`src/rtl/dmem_arbiter_if.sv`:
```
// dmem_arbiter_if
// Request/response bundle for one requester of the data-memory arbiter.
//   req    requester -> arbiter  request, held with its attributes until ack
//   we     requester -> arbiter  1 = store, 0 = load
//   be     requester -> arbiter  store byte enables, be[i] selects wdata[8i+7:8i]
//   addr   requester -> arbiter  byte address, bits [1:0] ignored
//   wdata  requester -> arbiter  store data
//   ack    arbiter -> requester  one-cycle completion pulse
//   err    arbiter -> requester  pulses with ack for an out-of-range address
//   rdata  arbiter -> requester  load data, valid from ack and held until the next load
interface dmem_arbiter_if;
    logic        req;
    logic        we;
    logic [3:0]  be;
    logic [31:0] addr;
    logic [31:0] wdata;
    logic        ack;
    logic        err;
    logic [31:0] rdata;

    modport master (
        output req, we, be, addr, wdata,
        input  ack, err, rdata
    );

    modport slave (
        input  req, we, be, addr, wdata,
        output ack, err, rdata
    );
endinterface

```
`src/rtl/dmem_arbiter.sv`:
```
// dmem_arbiter
// Shares one word-wide, big-endian data memory between two requesters (p0: load/store
// unit, p1: debug/loader) with round-robin arbitration. Sub-word stores become
// read-modify-write sequences. One transaction in flight; each completes with a one-cycle ack.
// Ports:
//   clk, rst_n   clock, asynchronous active-low reset
//   p0, p1       requester bundles (slave side)
//   busy         high whenever the sequencer is not idle
//   mem_A        word-aligned memory address (0 when idle/done)
//   mem_WE       memory write enable (only in the write cycle)
//   mem_WD       memory write data (0 outside the write cycle)
//   mem_RD       combinational memory read data
module dmem_arbiter #(
    parameter int unsigned MEM_BYTES = 1024
) (
    input  logic           clk,
    input  logic           rst_n,
    dmem_arbiter_if.slave  p0,
    dmem_arbiter_if.slave  p1,
    output logic           busy,
    output logic [31:0]    mem_A,
    output logic           mem_WE,
    output logic [31:0]    mem_WD,
    input  logic [31:0]    mem_RD
);

    typedef enum logic [1:0] {StIdle, StRd, StWr, StDone} state_e;

    state_e      state_q, state_d;
    logic        gnt_q, gnt_d;
    logic        last_q, last_d;
    logic        we_q, we_d;
    logic [3:0]  be_q, be_d;
    logic [31:0] wdata_q, wdata_d;
    logic [31:0] mem_a_q, mem_a_d;
    logic        mem_we_q, mem_we_d;
    logic [31:0] mem_wd_q, mem_wd_d;
    logic [1:0]  ack_q, ack_d;
    logic [1:0]  err_q, err_d;
    logic [31:0] rdata0_q, rdata0_d;
    logic [31:0] rdata1_q, rdata1_d;

    // Winner selection and the winner's attributes, only meaningful in StIdle.
    logic        sel;
    logic        sel_we;
    logic [3:0]  sel_be;
    logic [31:0] sel_base;
    logic [31:0] sel_wdata;
    logic        sel_oor;

    // Replace each enabled lane of the old word with the matching lane of the new data.
    // Lane i is byte address base+(3-i) in this big-endian memory; the merge is lane-wise.
    function automatic logic [31:0] merge_lanes(input logic [31:0] old_word,
                                                input logic [31:0] new_word,
                                                input logic [3:0]  lanes);
        logic [31:0] res;
        for (int i = 0; i < 4; i++) begin
            res[8*i +: 8] = lanes[i] ? new_word[8*i +: 8] : old_word[8*i +: 8];
        end
        return res;
    endfunction

    always_comb begin
        // On a tie the port that did not win last time goes next.
        if (p0.req && p1.req) begin
            sel = ~last_q;
        end else begin
            sel = p1.req;
        end
        sel_we    = sel ? p1.we    : p0.we;
        sel_be    = sel ? p1.be    : p0.be;
        sel_wdata = sel ? p1.wdata : p0.wdata;
        sel_base  = (sel ? p1.addr : p0.addr) & 32'hFFFF_FFFC;
        sel_oor   = sel_base >= 32'(MEM_BYTES);
    end

    always_comb begin
        state_d  = state_q;
        gnt_d    = gnt_q;
        last_d   = last_q;
        we_d     = we_q;
        be_d     = be_q;
        wdata_d  = wdata_q;
        mem_a_d  = mem_a_q;
        mem_we_d = mem_we_q;
        mem_wd_d = mem_wd_q;
        rdata0_d = rdata0_q;
        rdata1_d = rdata1_q;
        ack_d    = 2'b00;
        err_d    = 2'b00;

        unique case (state_q)
            StIdle: begin
                if (p0.req || p1.req) begin
                    gnt_d   = sel;
                    last_d  = sel;
                    we_d    = sel_we;
                    be_d    = sel_be;
                    wdata_d = sel_wdata;
                    if (sel_oor) begin
                        state_d = StDone;
                        ack_d   = {sel, ~sel};
                        err_d   = {sel, ~sel};
                    end else if (sel_we && sel_be == 4'h0) begin
                        state_d = StDone;
                        ack_d   = {sel, ~sel};
                    end else if (sel_we && sel_be == 4'hF) begin
                        state_d  = StWr;
                        mem_a_d  = sel_base;
                        mem_we_d = 1'b1;
                        mem_wd_d = sel_wdata;
                    end else begin
                        // Loads and partial stores both read the word first.
                        state_d = StRd;
                        mem_a_d = sel_base;
                    end
                end
            end
            StRd: begin
                if (!we_q) begin
                    state_d = StDone;
                    ack_d   = {gnt_q, ~gnt_q};
                    mem_a_d = '0;
                    if (gnt_q) begin
                        rdata1_d = mem_RD;
                    end else begin
                        rdata0_d = mem_RD;
                    end
                end else begin
                    // mem_wd_q doubles as the merge register for the write cycle.
                    state_d  = StWr;
                    mem_we_d = 1'b1;
                    mem_wd_d = merge_lanes(mem_RD, wdata_q, be_q);
                end
            end
            StWr: begin
                state_d  = StDone;
                ack_d    = {gnt_q, ~gnt_q};
                mem_a_d  = '0;
                mem_we_d = 1'b0;
                mem_wd_d = '0;
            end
            StDone: begin
                state_d = StIdle;
            end
            default: begin
                state_d = StIdle;
            end
        endcase
    end

    always_ff @(posedge clk or negedge rst_n) begin
        if (!rst_n) begin
            state_q  <= StIdle;
            gnt_q    <= 1'b0;
            last_q   <= 1'b1;
            we_q     <= 1'b0;
            be_q     <= 4'h0;
            wdata_q  <= '0;
            mem_a_q  <= '0;
            mem_we_q <= 1'b0;
            mem_wd_q <= '0;
            ack_q    <= 2'b00;
            err_q    <= 2'b00;
            rdata0_q <= '0;
            rdata1_q <= '0;
        end else begin
            state_q  <= state_d;
            gnt_q    <= gnt_d;
            last_q   <= last_d;
            we_q     <= we_d;
            be_q     <= be_d;
            wdata_q  <= wdata_d;
            mem_a_q  <= mem_a_d;
            mem_we_q <= mem_we_d;
            mem_wd_q <= mem_wd_d;
            ack_q    <= ack_d;
            err_q    <= err_d;
            rdata0_q <= rdata0_d;
            rdata1_q <= rdata1_d;
        end
    end

    assign busy     = state_q != StIdle;
    assign mem_A    = mem_a_q;
    assign mem_WE   = mem_we_q;
    assign mem_WD   = mem_wd_q;
    assign p0.ack   = ack_q[0];
    assign p1.ack   = ack_q[1];
    assign p0.err   = err_q[0];
    assign p1.err   = err_q[1];
    assign p0.rdata = rdata0_q;
    assign p1.rdata = rdata1_q;

endmodule

```
`src/flat_wrapper.sv`:
```
// flat-port wrapper written by rule: the top's interface ports become plain ports
module dmem_arbiter_flat 
#(
    parameter int unsigned MEM_BYTES = 1024
)
  (clk, rst_n, busy, mem_A, mem_WE, mem_WD, mem_RD, p0_req, p0_we, p0_be, p0_addr, p0_wdata, p0_ack, p0_err, p0_rdata, p1_req, p1_we, p1_be, p1_addr, p1_wdata, p1_ack, p1_err, p1_rdata);
  dmem_arbiter_if p0_i ();
  dmem_arbiter_if p1_i ();
  input  logic clk;
  input  logic rst_n;
  output logic busy;
  output logic [31:0] mem_A;
  output logic mem_WE;
  output logic [31:0] mem_WD;
  input  logic [31:0] mem_RD;
  input wire logic [$bits(p0_i.req)-1:0] p0_req;
  input wire logic [$bits(p0_i.we)-1:0] p0_we;
  input wire logic [$bits(p0_i.be)-1:0] p0_be;
  input wire logic [$bits(p0_i.addr)-1:0] p0_addr;
  input wire logic [$bits(p0_i.wdata)-1:0] p0_wdata;
  output wire logic [$bits(p0_i.ack)-1:0] p0_ack;
  output wire logic [$bits(p0_i.err)-1:0] p0_err;
  output wire logic [$bits(p0_i.rdata)-1:0] p0_rdata;
  input wire logic [$bits(p1_i.req)-1:0] p1_req;
  input wire logic [$bits(p1_i.we)-1:0] p1_we;
  input wire logic [$bits(p1_i.be)-1:0] p1_be;
  input wire logic [$bits(p1_i.addr)-1:0] p1_addr;
  input wire logic [$bits(p1_i.wdata)-1:0] p1_wdata;
  output wire logic [$bits(p1_i.ack)-1:0] p1_ack;
  output wire logic [$bits(p1_i.err)-1:0] p1_err;
  output wire logic [$bits(p1_i.rdata)-1:0] p1_rdata;
  assign p0_i.req = p0_req;
  assign p0_i.we = p0_we;
  assign p0_i.be = p0_be;
  assign p0_i.addr = p0_addr;
  assign p0_i.wdata = p0_wdata;
  assign p0_ack = p0_i.ack;
  assign p0_err = p0_i.err;
  assign p0_rdata = p0_i.rdata;
  assign p1_i.req = p1_req;
  assign p1_i.we = p1_we;
  assign p1_i.be = p1_be;
  assign p1_i.addr = p1_addr;
  assign p1_i.wdata = p1_wdata;
  assign p1_ack = p1_i.ack;
  assign p1_err = p1_i.err;
  assign p1_rdata = p1_i.rdata;
  dmem_arbiter #(.MEM_BYTES(MEM_BYTES)) u_core (.clk(clk), .rst_n(rst_n), .p0(p0_i), .p1(p1_i), .busy(busy), .mem_A(mem_A), .mem_WE(mem_WE), .mem_WD(mem_WD), .mem_RD(mem_RD));
endmodule
```
`config.mk`:
```
export PLATFORM = sky130hd
export DESIGN_NAME = dmem_arbiter_flat
export DESIGN_NICKNAME = d
export VERILOG_FILES = /design/src/rtl/dmem_arbiter_if.sv /design/src/rtl/dmem_arbiter.sv /design/src/flat_wrapper.sv
export SDC_FILE = /design/constraint.sdc
export NUM_CORES = 1
export LEC_CHECK = 0
export ABC_CLOCK_PERIOD_IN_PS = 2100
export BUFFER_PORTS_ARGS = -buffer_cell sky130_fd_sc_hd__clkbuf_2
export CORE_ASPECT_RATIO = 0.5
export CORE_MARGIN = 1
export CORE_UTILIZATION = 30
export DETAILED_ROUTE_END_ITERATION = 8
export PLACE_DENSITY = 0.62
export SLEW_MARGIN = 20
export SYNTH_ARGS = -nofsm -noshare
export SYNTH_HDL_FRONTEND = slang
export SYNTH_SLANG_ARGS = --single-unit
```
`constraint.sdc`:
```
create_clock -name clk -period 2.1 [get_ports clk]
set_clock_uncertainty 0.2 [all_clocks]
set_input_delay 0.315 -clock clk [delete_from_list [all_inputs] [get_ports clk]]
set_output_delay 0.315 -clock clk [all_outputs]
set_load 0.01 [all_outputs]
```
=== Yosys cells after proc, flatten, opt, wreduce, memory -nomap -nowiden ===
Cells that the tools add are included.

* Multipliers: 0
* Reductions and logical operators: 13
* $add $sub $neg: 0
* Muxes and demuxes: 40
* Magnitude comparators: 1
* Div/mod/pow operators: 0
* Shift-type cells: 0
* Bitwise operators: 4
* Equal/unequal tests: 10

{| class="wikitable"
|+ Operators by type and width
! operator !! count
|-
| $mux 32 || 11
|-
| $pmux 32 s3 || 2
|-
| $ge 32x11->1 const B || 1
|-
| $mux 8 || 4
|-
| $mux 2 || 11
|-
| $mux 1 || 8
|-
| $pmux 2 s4 || 1
|-
| $ne 2x1->1 const B || 3
|-
| $ne 2x2->1 const B || 3
|-
| $pmux 2 s3 || 1
|-
| $reduce_and 3->1 || 2
|-
| $reduce_and 6->1 || 1
|-
| $reduce_and 5->1 || 1
|-
| $eq 2x2->1 const B || 2
|-
| $eq 4x4->1 const B || 1
|-
| $logic_not 4->1 || 1
|-
| $mux 4 || 1
|-
| $not 1->1 || 4
|-
| $logic_and 1x1->1 || 3
|-
| $pmux 1 s3 || 1
|-
| $reduce_bool 3->1 || 1
|-
| $eq 2x1->1 const B || 1
|-
| $logic_not 2->1 || 1
|-
| $reduce_and 2->1 || 1
|-
| 2 further kinds || 2
|}

* Register bits: 174
* Logic and storage cells: 81
* Memories: 0
* Output and inout port bits: 134
* Bits of input ports: 174
* Bits in latches: 0
* Bits in read-only memories: 0
* Bits in writable memories: 0

=== Depth between registers and ports, before layout ===
* Depth after elaboration: 10
* Gate-level depth with buffers: 8

=== Worst setup path before layout ===
Ideal clock, no wire load.

* Path type: reg2reg
* Start point: reg u_core.last_q
* End point: reg u_core.mem_wd_q[10], in the netlist u_core.mem_WD[10]
* Slack: -0.232 ns
* Setup time: 0.125 ns
* Data arrival time: 2.007 ns
* Data required time: 1.775 ns
* Stages on the path, launching flop included: 8
* Cells stage by stage: dfstp_2 > a21boi_2 > buf_4 > o21ai_0 > nand2_1 > o41ai_4 > buf_6 > mux2_2

* Longest elaborated chain between the ends: 8
* Elaborated cells on any way between the ends: 20
* Classes of those cells: 1 x order compare; 4 x eq/ne; 10 x mux; 1 x bitwise; 4 x reduce/logical

{| class="wikitable"
|+ RTL lines
! what !! line !! source
|-
| start, declared || dmem_arbiter.sv:31 || <nowiki>logic last_q, last_d;</nowiki>
|-
| start signal, assigned || dmem_arbiter.sv:170 || <nowiki>last_q <= last_d;</nowiki>
|-
| $not 1->1 (*) || dmem_arbiter.sv:66 || <nowiki>sel = ~last_q;</nowiki>
|-
| $mux 1 (*) || dmem_arbiter.sv:65 || <nowiki>if (p0.req && p1.req) begin</nowiki>
|-
| parallel branches: the longest is 6 deep, another holds $ge 32x11->1 || n/a ||
|-
| end signal, assigned || dmem_arbiter.sv:176 || <nowiki>mem_wd_q <= mem_wd_d;</nowiki>
|-
| end, declared || dmem_arbiter.sv:37 || <nowiki>logic [31:0] mem_wd_q, mem_wd_d;</nowiki>
|}

Every way passes the cells marked *. The select of a mux whose other input is x is not followed.
A chain may end at the register's enable or synchronous reset.

=== Worst setup path in the final report ===
* Start point: reg u_core.last_q
* End point: reg u_core.mem_a_q[2], in the netlist u_core.mem_A[2]

* Longest elaborated chain between the ends: 7
* Elaborated cells on any way between the ends: 15
* Classes of those cells: 1 x order compare; 2 x eq/ne; 8 x mux; 1 x bitwise; 3 x reduce/logical

{| class="wikitable"
|+ RTL lines
! what !! line !! source
|-
| $not 1->1 (*) || dmem_arbiter.sv:66 ||
|-
| $mux 1 (*) || dmem_arbiter.sv:65 ||
|-
| parallel branches: the longest is 5 deep, another holds $ge 32x11->1 || n/a ||
|-
| end signal, assigned || dmem_arbiter.sv:174 || <nowiki>mem_a_q <= mem_a_d;</nowiki>
|-
| end, declared || dmem_arbiter.sv:35 || <nowiki>logic [31:0] mem_a_q, mem_a_d;</nowiki>
|}

Marks and branches as above.

==> results.txt <==
The flow ran to the end, but the final reports show violations. The final reports fail on setup timing. The clock passes through at most 2 buffers. The clock insertion delay at the later pin of the skew report came out at 0.44 ns. The multi-input combinational cells in the finished layout cover a total of 0.00381 mm^2.

The biggest fanout along the worst timing path is 8. The hold-critical path depth came out at 3. The detailed-router iteration count before antenna repair came out at 5. The critical path is of the flop to flop type. The final critical-path setup slack is -0.449 ns. In this run the tool buffered the top-level ports with 301 buffer cells. The sequential cell area fraction in the yosys report is 53.9%. The number of sinks driven by the clock tree is 172. The number of warnings issued by yosys is 0. The post-CTS clock slew at the launch and capture registers of the worst setup and hold paths came out at 0.08 ns. The synthesized design devotes to its leading area cell type 53.5% of total area. The worst-case vdd ir drop came out at 0.000695 V. The core occupancy in the finished layout is 47.4%. The number of diodes added for antenna fixing is 0.

The tree is rooted in a sky130_fd_sc_hd__clkbuf_16. Across the whole layout, storage elements account for 0.00431 mm^2. The endpoint with the worst hold slack is u_core.wdata_q[18]. The number of placed cells counting well taps came out at 1328.

The most instantiated flip-flop cell in the synthesis netlist is sky130_fd_sc_hd__dfrtp_1. Counting cells, the worst reg-to-reg path comes to 11. The number of placed I/O pins is 308. The placeable core region came out at 0.0256 mm^2. The tightest min-delay check is of the input pin to flop type. The leakage power summed over all cells is 6.14 nW. In this run the critical register-to-register path is captured at u_core.mem_A[2].

In this run the tightest slew margin relative to its limit is 60.5%. The final non-filler cell total came out at 1433. The share of cells above drive strength 1 is 50.7%. The final routed DRC violation total came out at 0. The worst setup path is captured at a flop.

CTS built an H-tree with a depth of 4. Averaged over all synthesized cells, the footprint is 12.0 um^2. The max capacitance violation total came out at 0. The first global-routing pass estimated 39.3 mm of wire. The via count of the first global-routing pass was 7286. The power density of the placed cells is 1560 mW/mm^2. The post-route clock period utilization came out at 121%.

The total global routing track utilization is 18.7%. The summed instance area of the synthesized netlist is 0.00799 mm^2. The chip height came out at 117 um. The slack of the worst reg-to-reg path is -0.45 ns. For the worst setup path, the data arrival time is 2.67 ns. At the pin with the least slew margin, the transition time is 0.587 ns. The endpoint required time on the critical path came out at 2.22 ns. The initial utilization of the core area, before any placement, comes to 31.2%. Setup repair after global routing could not meet its margin everywhere. The routed length per placed instance is 18.4 um. The largest net degree at the start of global routing came out at 44. The share of flip-flops with an asynchronous set or reset after synthesis is 100%. The count of nets after finishing came out at 1254. The full die area is 0.0273 mm^2.

The timing-limited maximum frequency is 392 MHz. STA classifies the critical path startpoint as a flop. The placed wire-length estimate after detailed placement is 17.4 mm. The biggest area contributor in the post-synthesis netlist is sky130_fd_sc_hd__dfrtp_1. The total of endpoints with negative setup slack in the final report is 66. In the routed layout, each cell is associated on average with a via count of 4.85.

After global routing the overflow that remains totals 0. The die width is 233 um. TritonCTS built the clock tree. The number of nets with antenna violations after detailed routing is 0. The worst reg2reg path startpoint is u_core.last_q. At the placement stage, the worst setup path has a slack of -0.713 ns.

The placement row count came out at 41. The number of different library cells in the post-synthesis netlist came out at 36. The synthesized netlist cell count came out at 668.

The number of antenna violations at the first check in global routing came out at 0. Relative to the synthesized area, the layout overhead comes to 52.2%. The number of synthesized register bits is 172. The shortest clock period the worst path allows after layout is 2.55 ns. The aggregate routed wire length came out at 26.4 mm. Yosys mapped a number of flops with a built-in enable equal to 0.

The startpoint identified for the worst hold timing path is p1_wdata[18]. In the post-synthesis netlist, the biggest area contributors are sky130_fd_sc_hd__dfrtp_1, sky130_fd_sc_hd__mux2_2, sky130_fd_sc_hd__mux2i_1, sky130_fd_sc_hd__nand2_1, sky130_fd_sc_hd__o21ai_0. The max-slew violation count is 0. The total CTS buffers came out at 17.

The number of hold violations in the final report is 0. The final RePlAce weighted congestion came out at 0.808. The routed via count is 6946. The DRC violation total after the first TritonRoute iteration is 276. The count of filler cells inserted in the layout is 2315.
==> cell families (layout without fill, tap and decap cells) <==
group                    Yosys count  count (layout)  synth area share (%)
buffers and inverters             53             473                  3.05
flip-flops                       172             172                  53.9
adder cells (fa/ha/maj)            4               4                 0.626
AO/OA/AOI/OAI                    120             120                  9.31
multiplexers                     195             195                  26.0
AND/OR/NAND/NOR                  123             123                  7.04
other                              1               2                0.0469
==> worst max path at each step <==
stage,cells past startpoint,slack [ns],endpoint,start
after global placement,9,-0.63,u_core.mem_WD[16],p1_addr[13]
after floorplan,7,-0.21,u_core.mem_WD[10],u_core.last_q
final,11,-0.45,u_core.mem_A[2],u_core.last_q
after detailed placement,9,-0.71,u_core.mem_WD[29],p1_addr[13]
after CTS,9,-0.42,u_core.mem_WD[27],u_core.last_q
after global routing,11,-0.51,u_core.mem_A[2],u_core.last_q
==> metrics by stage <==
step	total power [mW]	cell area [um^2]	TNS [ns]	hold WS, ns
after floorplan	10.9	8020	-6.44	-0.181
after global placement	13.8	10400	-31.53	0.0469
after detailed placement	14.1	10400	-35.51	0.0528
after CTS	18.2	11700	-22.25	0.000919
after global routing	20.2	12200	-30.63	0.00553
final	19.0	12200	-22.35	0.0165
==> final cells by class <==
cell class | count | share of cell area (%)
clock buffer | 17 | 3.50
tap | 344 | 3.54
multi-input combinational | 444 | 31.3
inverter | 3 | 0.0926
sequential | 172 | 35.4
clock inverter | 15 | 1.09
timing repair buffer | 438 | 25.0
==> critical path, stage by stage, from the launching register on <==
cell and delay (ns):
sky130_fd_sc_hd__dfstp_2 0.56, sky130_fd_sc_hd__a21boi_4 0.09, sky130_fd_sc_hd__buf_4 0.15, sky130_fd_sc_hd__buf_6 0.10, sky130_fd_sc_hd__buf_6 0.11, sky130_fd_sc_hd__buf_12 0.11, sky130_fd_sc_hd__and3_4 0.16, sky130_fd_sc_hd__a31oi_4 0.17
sky130_fd_sc_hd__o21ai_2 0.09, sky130_fd_sc_hd__o21a_4 0.26, sky130_fd_sc_hd__buf_12 0.15, sky130_fd_sc_hd__mux2_2 0.27
==> timing repair <==
| action | in CTS | in global routing |
|---|---|---|
| resized for setup | 33 | 74 |
| setup endpoints to repair | 72 | 99 |
| cloned | 4 | 6 |
| hold endpoints to repair | 247 | 1 |
| pin swaps | 5 | 8 |
| setup buffers | 8 | 5 |
| hold buffers | 51 | 1 |
==> power by group <==
part	total, mW	internal, mW	switching (mW)
registers	5.94	4.92	1.03
logic	10.1	5.33	4.74
clock network	3.02	1.55	1.48
==> synth_stat cells, types with 2 or more instances <==
cell	number
sky130_fd_sc_hd__ha_1	4
sky130_fd_sc_hd__nor3_1	24
sky130_fd_sc_hd__o22ai_1	32
sky130_fd_sc_hd__buf_2	9
sky130_fd_sc_hd__a21oi_1	12
sky130_fd_sc_hd__nor4_1	12
sky130_fd_sc_hd__nand2_1	63
sky130_fd_sc_hd__nand3_1	3
sky130_fd_sc_hd__mux2i_1	91
sky130_fd_sc_hd__nor2b_1	2
sky130_fd_sc_hd__o211ai_1	2
sky130_fd_sc_hd__nor2_1	8
sky130_fd_sc_hd__o21ai_0	44
sky130_fd_sc_hd__or3_1	2
sky130_fd_sc_hd__clkbuf_1	27
sky130_fd_sc_hd__a21o_1	22
sky130_fd_sc_hd__buf_1	8
sky130_fd_sc_hd__o21a_1	2
sky130_fd_sc_hd__buf_4	3
sky130_fd_sc_hd__buf_6	3
sky130_fd_sc_hd__dfrtp_1	171
sky130_fd_sc_hd__nand4_1	3
sky130_fd_sc_hd__a31oi_1	2
sky130_fd_sc_hd__and3_1	3
sky130_fd_sc_hd__inv_1	3
sky130_fd_sc_hd__mux2_2	103
==> routing by layer <==
layer | vias to the layer above | part of all wire [%] | wire, um | GRT usage (%)
met5 | - | 0 | 0 | 0
met4 | 0 | 2.7 | 703 | 7.11
met3 | 35 | 3.6 | 947 | 4.06
met2 | 161 | 51 | 13500 | 33.1
met1 | 3506 | 43 | 11200 | 22.0
li1 | 3244 | - | - | -
==> placed cells by master (no fill, tap or decap), drive strengths merged, types with 2 or more instances in the layout <==
master,synthesis,routed
dfrtp,171,171
clkinvlp,0,7
a21oi,12,12
nor3,25,25
ha,4,4
o21a,2,2
clkbuf,27,322
nor2,8,8
mux2,104,104
clkinv,0,2
nor2b,2,2
and3,3,3
o21ai,44,44
nand3,3,3
or3,2,2
o22ai,32,32
o211ai,2,2
nand4,3,3
mux2i,91,91
nand2,63,63
a31oi,2,2
conb,1,2
nor4,12,12
buf,23,80
dlygate4sd3,0,52
inv,3,9
a21o,22,22
==> sequential cells by signal, summed over array words and instances (netlist names) <==
register and cells:
u_core.we_q 1, u_core.err_q 2, u_core.state_q 2, u_core.be_q 4
u_core.last_q 1, u_core.p1.rdata 32, u_core.mem_A 30, u_core.gnt_q 1
u_core.mem_WE 1, u_core.ack_q 2, u_core.wdata_q 32, u_core.p0.rdata 32
u_core.mem_WD 32
Power figures use the tool's default switching activity.
